## src/rtl/riscv_v_logic_wb_stage.sv

```systemverilog
// Writeback stage for the vector logic units: byte-merge, write-enable generation, 2-entry skid FIFO.
// Optional RISCV_V_WB_PERF_EN adds a 32-bit retired-writeback counter output.
module riscv_v_logic_wb_stage #(
    parameter int unsigned DATA_WIDTH = 128,
    localparam int unsigned NUM_BYTES = DATA_WIDTH / 8,
    parameter int unsigned VREG_AW    = 5
) (
    input  logic                  clk,
    input  logic                  rst_n,
    input  logic                  flush,
    input  logic                  in_valid,
    output logic                  in_ready,
    input  logic [DATA_WIDTH-1:0] in_result,
    input  logic [DATA_WIDTH-1:0] in_old_vd,
    input  logic [NUM_BYTES-1:0]  in_byte_en,
    input  logic                  in_is_reduct,
    input  logic [4:0]            in_osize_vector,
    input  logic [VREG_AW-1:0]    in_vd_addr,
    output logic                  out_valid,
    input  logic                  out_ready,
    output logic [DATA_WIDTH-1:0] out_data,
    output logic [NUM_BYTES-1:0]  out_byte_we,
    output logic [VREG_AW-1:0]    out_vd_addr,
    output logic                  busy
`ifdef RISCV_V_WB_PERF_EN
    ,
    output logic [31:0]           perf_retired
`endif
);

    localparam int unsigned DEPTH = 2;
    localparam int unsigned CNT_W = 2;

    logic [CNT_W-1:0]      r_count;
    logic                  r_wr_ptr;
    logic                  r_rd_ptr;
    logic [DATA_WIDTH-1:0] r_mem_data [DEPTH];
    logic [NUM_BYTES-1:0]  r_mem_we   [DEPTH];
    logic [VREG_AW-1:0]    r_mem_addr [DEPTH];
    logic                  r_in_ready;
    logic                  r_out_valid;
    logic [DATA_WIDTH-1:0] r_out_data;
    logic [NUM_BYTES-1:0]  r_out_we;
    logic [VREG_AW-1:0]    r_out_addr;

    logic                  w_push;
    logic                  w_pop;
    logic [CNT_W-1:0]      w_count_nxt;
    logic                  w_wr_ptr_nxt;
    logic                  w_rd_ptr_nxt;
    int unsigned           w_red_bytes;
    logic [NUM_BYTES-1:0]  w_red_mask;
    logic [NUM_BYTES-1:0]  w_take;
    logic [DATA_WIDTH-1:0] w_merged;
    logic [NUM_BYTES-1:0]  w_we;
    logic [DATA_WIDTH-1:0] w_head_data;
    logic [NUM_BYTES-1:0]  w_head_we;
    logic [VREG_AW-1:0]    w_head_addr;

    assign w_push = in_valid & r_in_ready & ~flush;
    assign w_pop  = r_out_valid & out_ready & ~flush;

    // Reduction writes only element 0; an illegal (non-one-hot) size writes nothing.
    always_comb begin
        w_red_bytes = 0;
        w_red_mask  = '0;
        case (in_osize_vector)
            5'b00001: w_red_bytes = 1;
            5'b00010: w_red_bytes = 2;
            5'b00100: w_red_bytes = 4;
            5'b01000: w_red_bytes = 8;
            5'b10000: w_red_bytes = 16;
            default:  w_red_bytes = 0;
        endcase
        for (int i = 0; i < int'(NUM_BYTES); i++) begin
            w_red_mask[i] = in_is_reduct && (i < int'(w_red_bytes));
        end
    end

    always_comb begin
        w_take   = in_byte_en | w_red_mask;
        w_merged = '0;
        for (int i = 0; i < int'(NUM_BYTES); i++) begin
            w_merged[i*8 +: 8] = w_take[i] ? in_result[i*8 +: 8] : in_old_vd[i*8 +: 8];
        end
        w_we = in_is_reduct ? w_red_mask : '1;
    end

    always_comb begin
        w_count_nxt  = r_count;
        w_wr_ptr_nxt = r_wr_ptr;
        w_rd_ptr_nxt = r_rd_ptr;
        if (flush) begin
            w_count_nxt  = '0;
            w_wr_ptr_nxt = 1'b0;
            w_rd_ptr_nxt = 1'b0;
        end else begin
            w_count_nxt = r_count + CNT_W'(w_push) - CNT_W'(w_pop);
            if (w_push) w_wr_ptr_nxt = ~r_wr_ptr;
            if (w_pop)  w_rd_ptr_nxt = ~r_rd_ptr;
        end
    end

    // Next head entry, forwarding a push that lands in the slot about to become head.
    always_comb begin
        w_head_data = r_mem_data[w_rd_ptr_nxt];
        w_head_we   = r_mem_we[w_rd_ptr_nxt];
        w_head_addr = r_mem_addr[w_rd_ptr_nxt];
        if (w_push && (r_wr_ptr == w_rd_ptr_nxt)) begin
            w_head_data = w_merged;
            w_head_we   = w_we;
            w_head_addr = in_vd_addr;
        end
    end

    always_ff @(posedge clk or negedge rst_n) begin
        if (!rst_n) begin
            r_count     <= '0;
            r_wr_ptr    <= 1'b0;
            r_rd_ptr    <= 1'b0;
            r_in_ready  <= 1'b1;
            r_out_valid <= 1'b0;
            r_out_data  <= '0;
            r_out_we    <= '0;
            r_out_addr  <= '0;
            for (int i = 0; i < int'(DEPTH); i++) begin
                r_mem_data[i] <= '0;
                r_mem_we[i]   <= '0;
                r_mem_addr[i] <= '0;
            end
        end else begin
            r_count     <= w_count_nxt;
            r_wr_ptr    <= w_wr_ptr_nxt;
            r_rd_ptr    <= w_rd_ptr_nxt;
            r_in_ready  <= (w_count_nxt != CNT_W'(DEPTH));
            r_out_valid <= (w_count_nxt != '0);
            r_out_data  <= w_head_data;
            r_out_we    <= w_head_we;
            r_out_addr  <= w_head_addr;
            if (w_push) begin
                r_mem_data[r_wr_ptr] <= w_merged;
                r_mem_we[r_wr_ptr]   <= w_we;
                r_mem_addr[r_wr_ptr] <= in_vd_addr;
            end
        end
    end

`ifdef RISCV_V_WB_PERF_EN
    logic [31:0] r_perf_retired;

    always_ff @(posedge clk or negedge rst_n) begin
        if (!rst_n) begin
            r_perf_retired <= '0;
        end else if (w_pop) begin
            r_perf_retired <= r_perf_retired + 32'd1;
        end
    end

    assign perf_retired = r_perf_retired;
`endif

    assign in_ready    = r_in_ready;
    assign out_valid   = r_out_valid;
    assign out_data    = r_out_data;
    assign out_byte_we = r_out_we;
    assign out_vd_addr = r_out_addr;
    assign busy        = r_out_valid;

endmodule

```

## config.mk

```make
export PLATFORM = sky130hd
export DESIGN_NAME = riscv_v_logic_wb_stage
export DESIGN_NICKNAME = d
export VERILOG_FILES = /design/src/rtl/riscv_v_logic_wb_stage.sv
export SDC_FILE = /design/constraint.sdc
export NUM_CORES = 1
export LEC_CHECK = 0
export CAP_MARGIN = 10
export CORE_ASPECT_RATIO = 1.25
export CORE_MARGIN = 1
export CORE_UTILIZATION = 40
export CTS_BUF_LIST = sky130_fd_sc_hd__clkbuf_8
export DETAILED_ROUTE_END_ITERATION = 10
export PLACE_DENSITY = 0.69
export RECOVER_POWER = 25
export SLEW_MARGIN = 20
export SYNTH_ARGS = -nofsm -noshare
export SYNTH_HDL_FRONTEND = slang
export SYNTH_SLANG_ARGS = --single-unit
export TNS_END_PERCENT = 50
```

## constraint.sdc

```tcl
create_clock -name clk -period 5.5 [get_ports clk]
set_input_delay 1.375 -clock clk [delete_from_list [all_inputs] [get_ports clk]]
set_output_delay 1.375 -clock clk [all_outputs]
set_load 0.05 [all_outputs]
```

==> results.sh <==
export IMPL_status="finished, violations left"
export IMPL_violations="capacitance limit, slew limit"
export IMPL_initial_core_util=0.404
export IMPL_antenna_left=0
export IMPL_root_buffer="clkbuf_8"
export IMPL_ys_warn_count=0
export IMPL_layout_common_cells="452 x dfrtp_1, 437 x clkdlybuf4s50_1, 335 x mux2i_1"
export IMPL_cts_tree="done"
export IMPL_seqCellArea_sq_um=11300
export IMPL_rsz0062_at_grt="no"
export IMPL_synthCells=1755
export IMPL_clock_path_buffers=3
export IMPL_arrival_ns=4.24
export IMPL_multi_input_area_sq_um=7980
export IMPL_synth_edf_count=0
export IMPL_gp_congestion=0.800
export IMPL_critPathMaxFanout=68
export IMPL_tns_ns=0
export IMPL_max_slew_margin=-0.883
export IMPL_r2r_cells=7
export IMPL_grt_max_degree=108
export IMPL_grt_util_all_layers=0.206
export IMPL_path_clk_slew_ns=0.06
export IMPL_wl_per_cell_um=18.1
export IMPL_fmax_mhz=273
export IMPL_hold_class="reg2reg"
export IMPL_antenna_found_initial=2
export IMPL_slew_viol_final=104
export IMPL_wirelength_mm=52.2
export IMPL_irDropWorstVdd_v=0.000275
export IMPL_tightest_slew_ns=2.82
export IMPL_synth_seq_cells=453
export IMPL_period_needed_ns=3.67
export IMPL_syn_area_sq_um=19900
export IMPL_required_ns=6.07
export IMPL_via_count=14900
export IMPL_io_buffers=439
export IMPL_end_kind="register"
export IMPL_coreArea_sq_um=49300
export IMPL_fp_dieW_um=202
export IMPL_drtIter0Drc=914
export IMPL_critPathLaunchType="input port"
export IMPL_max_stage_delay_ns=0.52
export IMPL_cts_resized=0
export IMPL_placed_area_sq_um=24900
export IMPL_post_cts_setup_buffer_count=0
export IMPL_synth_largest_area_cell="dfrtp_1"
export IMPL_n_fill_cell=4370
export IMPL_die_h_um=252
export IMPL_seq_area_frac_synth=0.569
export IMPL_cts_sinks=453
export IMPL_drc_errors=0
export IMPL_gr_total_overflow=0
export IMPL_hold_path_depth=2
export IMPL_synth_top_flop_cell="dfrtp_1"
export IMPL_critPathMostFrequentCell="buf_12"
export IMPL_cpMaxStageDelayCell="clkdlybuf4s50_1"
export IMPL_layout_worst_path_cycle_share=0.667
export IMPL_drt_pass1_iterations=5
export IMPL_nets=2466
export IMPL_grt_pass1_wl_mm=82.0
export IMPL_cts_hold_buf=0
export IMPL_synth_net_count=2045
export IMPL_ys_top_cells_by_area="dfrtp_1 57%, mux2i_1 17%, nand2_1 3.6%, a21oi_1 3.4%, nor2_1 3.0%"
export IMPL_area_growth_pct=32.3
export IMPL_critical_path_class="in2reg"
export IMPL_yosysTopAreaCellShare=0.567
export IMPL_yosysUniqueCellTypes=54
export IMPL_clkLatencyLatePin_ns=0.65
export IMPL_hold_viol_final=0
export IMPL_design_area_sq_um=26400
export IMPL_htreeDepth=3
export IMPL_syn_area_per_cell_sq_um=11.4
export IMPL_max_cap_violations=1
export IMPL_clock_skew_ns=0.0261
export IMPL_hpwl_mm=35.7
export IMPL_grt_pass1_vias=15200
export IMPL_setup_viol=0
export IMPL_power_density_nw_per_um2=509
export IMPL_async_reset_ff_frac=1.00
export IMPL_layout_drive_gt1_share=0.0799
export IMPL_cts_buffers=72
export IMPL_final_common_cell="dfrtp_1"
export IMPL_path_cells="clkdlybuf4s50_1, and3b_1, inv_1, nor2_4, buf_12, buf_12, nor2_1, a21oi_1"
export IMPL_ios=440
export IMPL_rows=91
export IMPL_route_detailed_vias_per_inst=5.17
export IMPL_die_area_sq_um=50700
export IMPL_p_leak_nw=11.6
-- cells in the mapped netlist, types with 2 or more instances --
master    count
a31oi_1      38
buf_1         2
xnor2_1       2
buf_2        69
nor2_1      157
buf_6         2
o31a_1        2
mux2_2       15
clkbuf_1     25
a32oi_1      32
mux2i_1     335
a211oi_1     16
nand2b_1     17
a21oi_1     134
nor4b_4       2
nand2_1     191
inv_1         3
o21ai_0     113
dfrtp_1     452
clkbuf_4      2
ha_1          2
xor2_1        6
nor2b_1       2
buf_4        19
clkinv_1      2
o211ai_1      2
o21ai_1      28
or3_1         3
a21oi_4      12
a21o_1        3
o21a_1       42
o211ai_2      2
and3_1        2
-- report_power, final --
part           switching [W]  total (W)  internal (W)  leakage (nW)
logic                0.00332    0.00528       0.00196          5.56
registers           0.000621    0.00527       0.00465          5.22
clock network        0.00131    0.00288       0.00156         0.824
-- logic make-up after synthesis --
group / count (synthesis) / share of synthesized area
AO/OA/AOI/OAI: 429 / 0.133
XOR/XNOR: 11 / 0.00722
adder cells (fa/ha/maj): 2 / 0.00125
buffers and inverters: 126 / 0.0333
flip-flops: 453 / 0.569
multiplexers: 350 / 0.177
AND/OR/NAND/NOR: 384 / 0.0802
-- critical path, delay by kind of cell --
kind | cells | cell delay [ns]
buf+inv | 4 | 1.54
simple gates | 3 | 1.11
compound gates | 1 | 0.14
-- final cells by class --
type,instances,share of cell area
tap,651,0.0309
clock buffer,93,0.0485
inverter,6,0.00114
antenna,2,0.000190
timing repair buffer,467,0.181
multi-input combinational,1176,0.302
sequential,453,0.430
clock inverter,32,0.00659
-- per-layer routing --
metal  global-route usage  up-vias  routed length (um)
li1                     -     7013                   -
met1                0.256     7309               21600
met4               0.0924        0                1580
met3               0.0444       83                3100
met5                    0        -                   0
met2                0.344      473               25900
-- flip-flops by register name (all words and copies together), names as in the netlist --
name	flops
r_mem_addr	10
busy	1
r_count	2
out_data	128
r_mem_we	32
r_rd_ptr	1
out_byte_we	16
r_wr_ptr	1
in_ready	1
out_vd_addr	5
r_mem_data	256
-- stage by stage --
stage | power [W] | std cells | utilization | worst slack [ns] | hold slack (ns)
2_1_floorplan | 0.00868 | 1755 | - | 2.36 | 0.440
4_1_cts | 0.0136 | 2878 | 0.535 | 2.03 | 0.475
6_report | 0.0134 | 2880 | 0.535 | 1.83 | 0.473
3_5_place_dp | 0.0106 | 2753 | 0.505 | 1.31 | 0.460
5_1_grt | 0.0142 | 2880 | 0.535 | 1.68 | 0.495
3_3_place_gp | 0.0105 | 2753 | 0.505 | 1.42 | 0.452
-- path summary, 6_finish.rpt --
| path | from | endpoint | slack [ns] |
|---|---|---|---|
| max in group asynchronous | rst_n | r_mem_data[213]$_DFFE_PN0P_ | 2.19 |
| min | r_mem_addr[1]$_DFFE_PN0P_ | r_mem_addr[1]$_DFFE_PN0P_ | 0.47 |
| min reg2reg | r_mem_addr[1]$_DFFE_PN0P_ | r_mem_addr[1]$_DFFE_PN0P_ | 0.47 |
| max | flush | r_mem_data[193]$_DFFE_PN0P_ | 1.83 |
| max reg2reg | in_ready$_DFF_PN1_ | r_mem_data[193]$_DFFE_PN0P_ | 2.64 |
| min in group asynchronous | rst_n | r_mem_data[237]$_DFFE_PN0P_ | 1.60 |
Note: power is estimated with default switching activity, not from simulation.
